==> src/rtl/brisc_mul_pipe.sv <==
// Fixed-latency multiplier pipe with valid/ready handshake, kill flush and tag carry.
// Define BRISC_MUL_HIGH_EN to enable MULH/MULHSU/MULHU; otherwise every op returns the low word.
module brisc_mul_pipe #(
   parameter int XLEN  = 32,
   parameter int DELAY = 5,
   parameter int TAG_W = 5
) (
   input  logic             clk,
   input  logic             rst_n,
   input  logic             valid_i,
   output logic             ready_o,
   input  logic [1:0]       op_i,
   input  logic [XLEN-1:0]  a_i,
   input  logic [XLEN-1:0]  b_i,
   input  logic [TAG_W-1:0] tag_i,
   input  logic             kill_i,
   output logic             valid_o,
   input  logic             ready_i,
   output logic [XLEN-1:0]  result_o,
   output logic [TAG_W-1:0] tag_o,
   output logic             busy_o
);

   logic [DELAY-1:0] stage_valid;
   logic [TAG_W-1:0] stage_tag  [DELAY];
   logic [XLEN-1:0]  stage_word [DELAY];
   logic [XLEN-1:0]  issue_word;
   logic             advance;

`ifdef BRISC_MUL_HIGH_EN
   logic                   a_signed;
   logic                   b_signed;
   logic [2*XLEN-1:0]      a_ext;
   logic [2*XLEN-1:0]      b_ext;
   logic [2*XLEN-1:0]      product;

   // Extending both operands to 2*XLEN makes a plain truncating multiply exact for every sign mix.
   assign a_signed   = op_i[0] ^ op_i[1];
   assign b_signed   = (op_i == 2'b01);
   assign a_ext      = {{XLEN{a_signed & a_i[XLEN-1]}}, a_i};
   assign b_ext      = {{XLEN{b_signed & b_i[XLEN-1]}}, b_i};
   assign product    = a_ext * b_ext;
   assign issue_word = (op_i == 2'b00) ? product[XLEN-1:0] : product[2*XLEN-1:XLEN];
`else
   logic unused_op;

   assign unused_op  = ^op_i;
   assign issue_word = a_i * b_i;
`endif

   assign valid_o  = stage_valid[DELAY-1];
   assign advance  = !valid_o || ready_i;
   assign ready_o  = advance;
   assign busy_o   = |stage_valid;
   assign result_o = stage_word[DELAY-1];
   assign tag_o    = stage_tag[DELAY-1];

   // The whole pipe moves as one shift register; a stalled output freezes every stage.
   always_ff @(posedge clk or negedge rst_n) begin
      if (!rst_n) begin
         stage_valid <= '0;
         for (int i = 0; i < DELAY; i++) begin
            stage_tag[i]  <= '0;
            stage_word[i] <= '0;
         end
      end else if (kill_i) begin
         stage_valid <= '0;
      end else if (advance) begin
         stage_valid[0] <= valid_i;
         stage_tag[0]   <= tag_i;
         stage_word[0]  <= issue_word;
         for (int i = 1; i < DELAY; i++) begin
            stage_valid[i] <= stage_valid[i-1];
            stage_tag[i]   <= stage_tag[i-1];
            stage_word[i]  <= stage_word[i-1];
         end
      end
   end

endmodule

==> config.mk <==
export PLATFORM = sky130hd
export DESIGN_NAME = brisc_mul_pipe
export DESIGN_NICKNAME = d
export VERILOG_FILES = /design/src/rtl/brisc_mul_pipe.sv
export SDC_FILE = /design/constraint.sdc
export NUM_CORES = 1
export LEC_CHECK = 0
export BUFFER_PORTS_ARGS = -buffer_cell sky130_fd_sc_hd__clkbuf_2
export CAP_MARGIN = 20
export CORE_AREA = 4 4 188 190
export CTS_CLUSTER_SIZE = 12
export DETAILED_ROUTE_END_ITERATION = 7
export DIE_AREA = 0 0 192 194
export PLACE_DENSITY = 0.88
export SLEW_MARGIN = 20
export SYNTH_ARGS = -nofsm -noshare
export SYNTH_HDL_FRONTEND = slang
export SYNTH_SLANG_ARGS = --single-unit
==> constraint.sdc <==
create_clock -name clk -period 4.8 [get_ports clk]
set_input_delay 0.96 -clock clk [delete_from_list [all_inputs] [get_ports clk]]
set_output_delay 0.96 -clock clk [all_outputs]
set_load 0.005 [all_outputs]
==> metrics.md, run 1 <==
| Metric | Value |
|---|---|
| Pre-CTS setup slack | -2.670 ns |
| Largest net degree at the start of global routing | 123 |
| H-tree Lvls | 4 |
| Initial antenna violation count | 8 |
| Drt drc | 16 |
| Slew Limit Fails | 0 |
| Post-synthesis adder-cell area fraction | 42.03% |
| DP HPWL | 49120 um |
| Post-synth cell types | 47 |
| Mux contribution to synthesized area | 0% |
| EDFF count, synth | 0 |
| Syn_nets | 3131 |
| Syn avg cell area | roughly 9 um2 |
| Root Driver | clkbuf_16 |
| Data arrival, critical path | 7.50 ns |
| Die ar. | 37250 um2 |
| Synth Area in Compound Gates | 3.267% |
| DRT Pass-1 Iters | 8 |
| Hold buffers post-CTS | 0 |
| First-pass GRT wire length | 113000 um |
| Min-delay src | stage_word[89]$_DFFE_PN0P_ |
| Die H | 194 um |
| CORE AREA | about 33000 um2 |
| Sequential cell area | 4755 um2 |
| Share of flip-flops with an asynchronous set or reset | 100.0% |
| Final Hold Vio Count | 0 |
| CP Max Fanout | 5 |
| Overflow after GRT | 0 |
| CTS tree | done |
| Clock-pin transition on the worst setup and hold timing paths | 0.08 ns |
| Critical path launch point | b_i[4] |
| Cell area after synthesis | 23090 um2 |
| Total CTS buffers | 17 |
| Synth Area in Simple Gates | 22.02% |
| Critical path data required time | just over 5 ns |
| CP Class | primary input to flop |
| Post-synthesis xor/xnor area fraction | 2.980% |
| Die width | roughly 190 um |
| Tcrit/Tclk final | 150.5% |
| Failing checks | design-rule violations, negative setup slack |
| RSZ-0062 raised after global routing | yes |
| Register area share after synthesis | 20.59% |
| Clk sinks | 190 |
| Synth Instances | 2524 |
| Clock Latency Late Sink | approximately 0.45 ns |
| CP endpoint kind | flop |
| Drt total wl | 83780 um |
| Antenna Nets Post-Route | 0 |
| Fin crit period | just over 7 ns |
| Fraction of layout cells with a size suffix above 1 | 20.99% |
| Area grow syn2layout | 19.75% |
| Fin Clk Skew | approximately 0.018 ns |
| Area occupied by multi-input gates | 17280 um2 |
| WL per Instance | roughly 26 um |
| Starting Density | between 60 and 70% |
| IO Port Bufs | 113 |
| Crit start category | primary input |
| Deepest clock path buffer count | 2 |
| Number of max-cap violations | 0 |
| Worst Hold Class | flop to flop |
| FP Rows | 67 |
| Final setup fails | 25 |
| R2r startpoint | stage_valid[4]$_DFFE_PN0P_ |
| Dominant combinational cell family by area after synthesis | adder cells |
| Vias per cell | 6.396 |
| RD Place Congestion | 0.9600 |
| Ys Warns | 0 |
| Slew Limit Headroom | around a quarter |
| I/O pin count | 116 |
| Worst Tran Pin Value | 1.113 ns |
| Gr usage total | approximately two fifths |
| Post-synth top flop | dfrtp_1 |
| Status | finished with violations |
| FF+latch count, synth | between 150 and 200 |
| Iteration-0 DRC Markers | 2556 |
| Final setup margin | -2.422 ns |
| Fin nets | 3352 |
| Maximum clock rate | 0.1385 GHz |
| Setup TNS | -48.32 ns |
| FILL cells | 1657 |
| Vias | 20530 |
| Vias in the first global route | 21390 |
cells in the mapped netlist, types with 2 or more instances:
master,count,area (um2)
o21ai_1,5,25.02
and3_1,2,12.51
a21oi_1,25,125.1
a21o_1,11,82.58
o31ai_1,5,37.54
xor2_1,20,175.2
nand2_1,681,2556
or3_1,3,18.77
a211oi_1,6,45.04
and2_1,367,2296
buf_2,11,55.05
buf_4,37,277.8
inv_1,361,1355
nor2b_1,3,18.77
a211o_1,2,17.52
nor3_1,7,35.03
a22o_1,2,17.52
nand4_1,2,12.51
o21ai_0,25,125.1
a31oi_1,2,12.51
nand3_1,5,25.02
a311oi_1,2,17.52
nor2_1,17,63.81
a21oi_2,2,17.52
nand2b_1,5,31.28
ha_1,123,1539
o21ai_2,2,17.52
dfrtp_1,190,4755
clkbuf_1,110,412.9
xnor2_1,56,490.5
o21a_1,12,90.09
fa_1,408,8168
through the flow:
step	cell area, um2	cells	hold slack [ns]	util [%]
global placement	25360	3141	0.4473	75.82
global route	27650	3206	0.5106	82.65
detailed placement	25360	3141	0.4473	75.82
CTS	27030	3196	0.4652	80.80
finish	27660	3210	0.4762	82.68
floorplan	23290	2524	0.4386	-
flip-flops by register name, summed over array words and instances (netlist names):
| register | flops |
|---|---|
| stage_word | 128 |
| result_o | 32 |
| stage_tag | 20 |
| stage_valid | 5 |
| tag_o | 5 |
area by class of cell:
type | instances | area share (%)
inverters | 361 | 4.900
flip-flops and latches | 190 | 17.19
clock buffers | 19 | 1.638
multi-input cells | 1814 | 62.47
clock inverters | 13 | 0.6153
diodes | 4 | 0.03619
well taps | 448 | 2.027
repair buffers | 361 | 11.12
layer usage:
layer  up-vias  track usage (%)  part of all wire [%]
li1       7852                -                     -
met1      9865            42.73                    30
met2      1959            66.82                    46
met3       850            7.544                    11
met4         6            33.20                    13
met5         -                0                 0.045
worst max-delay path, cell delays in order:
cell,delay [ns]
clkbuf_16,0.14
buf_6,0.12
buf_8,0.13
buf_6,0.14
and2_1,0.16
fa_1,0.50
inv_2,0.05
fa_2,0.54
fa_1,0.45
fa_1,0.52
inv_2,0.05
ha_4,0.28
ha_4,0.19
fa_2,0.56
fa_2,0.54
ha_4,0.23
a211oi_4,0.35
nand2_4,0.21
o22ai_4,0.40
a21oi_4,0.12
a21o_1,0.26
a211oi_2,0.28
or3_1,0.18
a31oi_1,0.09
worst paths after layout:
path | end | slack (ns) | cells after the start
max | stage_word[158]$_DFFE_PN0P_ | -2.42 | 24
min | stage_word[57]$_DFFE_PN0P_ | 0.48 | 2
max reg2reg | result_o[4]$_DFFE_PN0P_ | 1.59 | 5
min reg2reg | stage_word[57]$_DFFE_PN0P_ | 0.48 | 2
max in group asynchronous | stage_word[138]$_DFFE_PN0P_ | 3.13 | 2
min in group asynchronous | result_o[16]$_DFFE_PN0P_ | 0.61 | 1
cells in the final DEF (no fill, tap or decap), types with 12 or more instances in the layout:
cell type,n
buf_6,33
clkbuf_8,12
clkbuf_16,24
fa_2,29
fa_1,379
ha_1,81
inv_1,336
nor2_1,14
o21ai_1,15
nand2_1,678
inv_2,25
buf_12,12
xor2_1,19
dfrtp_1,190
buf_4,192
and2_1,345
ha_4,39
a21oi_1,14
clkbuf_2,81
and2_4,22
xnor2_1,50
cells by family after synthesis:
kind of cell | Yosys count
compound gates | 112
flops | 190
xor+xnor | 77
buf+inv | 520
fa+ha+maj | 531
simple gates | 1094
what timing repair did:
action	in CTS	in global routing
setup endpoints to repair	25	25
gates resized for setup	185	116
gates cloned	2	1
buffers inserted	25	12
pin swaps	93	87
hold endpoints to repair	0	0
Power of run 1 is left out: the tool's default activity adds up to more than one toggle a clock period on the data nets, which glitch-free logic cannot reach.
==> run 2: changes to the inputs <==
ABC_AREA = 1   (was unset)
CORE_AREA = 4 4 193 195   (was 4 4 188 190)
CTS_CLUSTER_SIZE = unset   (was 12)
DIE_AREA = 0 0 197 199   (was 0 0 192 194)
HOLD_SLACK_MARGIN = 0.02   (was unset)
==> metrics.md, run 2 <==
| Metric | Value |
|---|---|
| Status | finished with violations |
| Failing checks | negative setup slack |
| Cell area after synthesis | 24320 um2 (+5.3%) |
| Commonest non-fill, non-tap cell in the layout | nand2_1 |
| Share of flip-flops with an asynchronous set or reset | 100.0% (unchanged) |
| Final setup fails | 25 (unchanged) |
| Fin crit period | 6.779 ns (-0.4428 ns) |
| CTS tree | done |
| Final setup margin | -1.979 ns (+0.4428 ns) |
| Antenna Nets Post-Route | 0 (unchanged) |
| Clock Latency Late Sink | 0.44 ns (about the same) |
| Die ar. | 39200 um2 (+5.2%) |
| Clk sinks | 190 (unchanged) |
| Initial antenna violation count | 1 (-7) |
| Number of max-cap violations | 0 (unchanged) |
| H-tree Lvls | 4 (unchanged) |
| Slew Limit Fails | 0 (unchanged) |
| Worst Tran Pin Value | 0.9759 ns (-0.1367 ns) |
| IO Port Bufs | 113 (unchanged) |
| Number of flip-flops in the largest register | 128 (unchanged) |
| Crit start category | primary input |
| Fin Clk Skew | 0.009316 ns (-0.008414 ns) |
| Leading area contributor after synthesis | fa_1 |
| CP endpoint kind | flop |
| DP HPWL | 52470 um (+6.8%) |
| Vias in the first global route | 23070 (+7.9%) |
| Synth top area share | 33.58% (-1.8 points) |
| Fraction of layout cells with a size suffix above 1 | 21.72% (+0.73 points) |
| Area contributors post-synth | fa_1 34%, dfrtp_1 20%, nand2_1 15% |
| Deepest clock path buffer count | 2 (unchanged) |
| Syn_nets | 3716 (+19%) |
| WL per Instance | 19.56 um (-25%) |
| Total CTS buffers | 17 (unchanged) |
| Hold buffers post-CTS | 0 (unchanged) |
| Final Hold Vio Count | 0 (unchanged) |
| Gr usage total | 36.26% (-3.4 points) |
| CP Class | primary input to flop |
| Vias | 21770 (+6.0%) |
| Area grow syn2layout | 22.07% |
| RSZ-0062 raised after global routing | yes |
| Tcrit/Tclk final | 141.2% (-9.2 points) |
| Drt drc | 0 (-16) |
| Clock-pin transition on the worst setup and hold timing paths | 0.08 ns (about the same) |
| Worst Hold Class | flop to flop |
| Data arrival, critical path | 7.14 ns (-0.36 ns) |
| Number of diodes | 0 (-4) |
| Critical path data required time | 5.16 ns (+0.08 ns) |
| RD Place Congestion | 0.9787 (+1.9%) |
| Die width | 197 um (+2.6%) |
| DRT Pass-1 Iters | 6 (-2) |
| Iteration-0 DRC Markers | 2156 (-16%) |
| Starting Density | 68.71% (-0.33 points) |
| Fin nets | 3973 (+19%) |
| Vias per cell | 5.670 (-11%) |
| Overflow after GRT | 0 (unchanged) |
| Top reg by flops | stage_word |
| Pre-CTS setup slack | -2.517 ns (+0.1531 ns) |
| CORE AREA | 35400 um2 (+5.8%) |
| CP Max Fanout | 8 (+3) |
| Largest net degree at the start of global routing | 129 (+4.9%) |
| Post-synth top flop | dfrtp_1 |
| Synth Instances | 3109 (+23%) |
| Maximum clock rate | 0.1475 GHz (+6.5%) |
| Post-synth cell types | 46 (-2.1%) |
| Slew Limit Headroom | 34.94% (+9.1 points) |
| FF+latch count, synth | 190 (unchanged) |
| First-pass GRT wire length | 113200 um (+0.13%) |
| Drt total wl | 75130 um (-10%) |
| Root Driver | clkbuf_16 |
| R2R setup slack | 1.96 ns (+0.37 ns) |
| I/O pin count | 116 (unchanged) |
| Most frequent cells in the layout | 893 x nand2_1, 820 x inv_1, 369 x fa_1, 237 x buf_4, 190 x dfrtp_1 |
| Ys Warns | 0 (unchanged) |
| Post-synth top cells | 941 x nand2_1, 874 x inv_1, 408 x fa_1, 190 x dfrtp_1, 162 x o21ai_0 |
| Die H | 199 um (+2.6%) |
| Register area share after synthesis | 19.55% (-1.0 points) |
| Syn avg cell area | 7.823 um2 (-15%) |
| FP Rows | 69 (+3.0%) |
| EDFF count, synth | 0 (unchanged) |
| Count leader, synth | nand2_1 |
-- run 2: cell count changes after synthesis, sizes merged, moves of 11 or more --
cell / change
nand3: +68
buf: +35
clkbuf: -12
and2: -366
nand2: +266
o21a: -11
o21ai: +145
xnor2: -43
nor2: +14
xor2: -13
inv: +516
-- run 2: area by class of cell --
class	instances	area [um2]
Multi-Input combinational cell	1859	16800
Inverter	878	3303
Tap cell	461	576.8
Fill cell	1861	5705
Sequential cell	190	4755
Clock inverter	15	185.2
Clock buffer	17	425.4
Timing Repair Buffer	420	3649
-- run 2: critical path: stages --
cell,delay [ns]
clkbuf_2,0.20
buf_4,0.23
nand2_1,0.08
inv_1,0.05
fa_1,0.53
inv_1,0.06
fa_1,0.47
fa_1,0.54
fa_1,0.45
fa_1,0.50
fa_1,0.53
fa_1,0.48
fa_1,0.62
inv_2,0.07
ha_4,0.31
nand2_4,0.07
nor2_4,0.12
nand2_2,0.07
nor3_2,0.22
nand2_1,0.14
o211ai_1,0.14
or2_4,0.16
nand3_2,0.05
o21ai_1,0.09
-- run 2: kinds of logic after synthesis --
kind of cell / Yosys count / share of synthesized area [%]
AOI/OAI and AO/OA: 224 / 4.903
DFF: 190 / 19.55
adders and majority gates: 531 / 39.91
xor gates and xnor gates: 20 / 0.7202
and+or+nand+nor: 1084 / 17.60
buffers and inverters: 1060 / 17.32
-- run 2: routing by layer --
metal	share of wire (%)	vias up	track usage, %
met3	8.6	461	6.335
met2	51	1367	65.72
met1	34	10640	42.11
met4	6.9	0	16.77
li1	-	9305	-
met5	0	-	0
-- run 2: worst paths after layout --
| kind | end | cells after the start | start |
|---|---|---|---|
| hold / removal | stage_word[83]$_DFFE_PN0P_ | 2 | stage_word[115]$_DFFE_PN0P_ |
| setup / recovery | stage_word[157]$_DFFE_PN0P_ | 24 | b_i[15] |
| min in group asynchronous | result_o[9]$_DFFE_PN0P_ | 1 | rst_n |
| max in group asynchronous | stage_word[113]$_DFFE_PN0P_ | 2 | rst_n |
| hold reg to reg | stage_word[83]$_DFFE_PN0P_ | 2 | stage_word[115]$_DFFE_PN0P_ |
| setup reg to reg | stage_word[141]$_DFFE_PN0P_ | 6 | stage_valid[4]$_DFFE_PN0P_ |
-- run 2: per-stage QoR --
stage / util [%] / setup TNS, ns / instances / area [um2] / hold slack [ns]
after CTS: 81.55 / -35.71 / 3819 / 28870 / 0.4842
after detailed placement: 76.55 / -51.43 / 3760 / 27100 / 0.4658
after floorplan: - / -34.53 / 3109 / 25050 / 0.4422
after global placement: 76.55 / -50.00 / 3760 / 27100 / 0.4521
after global routing: 83.88 / -42.13 / 3840 / 29690 / 0.5046
final: 83.88 / -38.85 / 3840 / 29690 / 0.4888
-- run 2: what timing repair did --
action,in CTS,in global routing
endpoints found under the setup margin,25,26
buffers inserted,28,25
gates resized for setup,229,173
cloned,0,2
pin swaps,107,109
Power of run 2 is left out for the same reason.
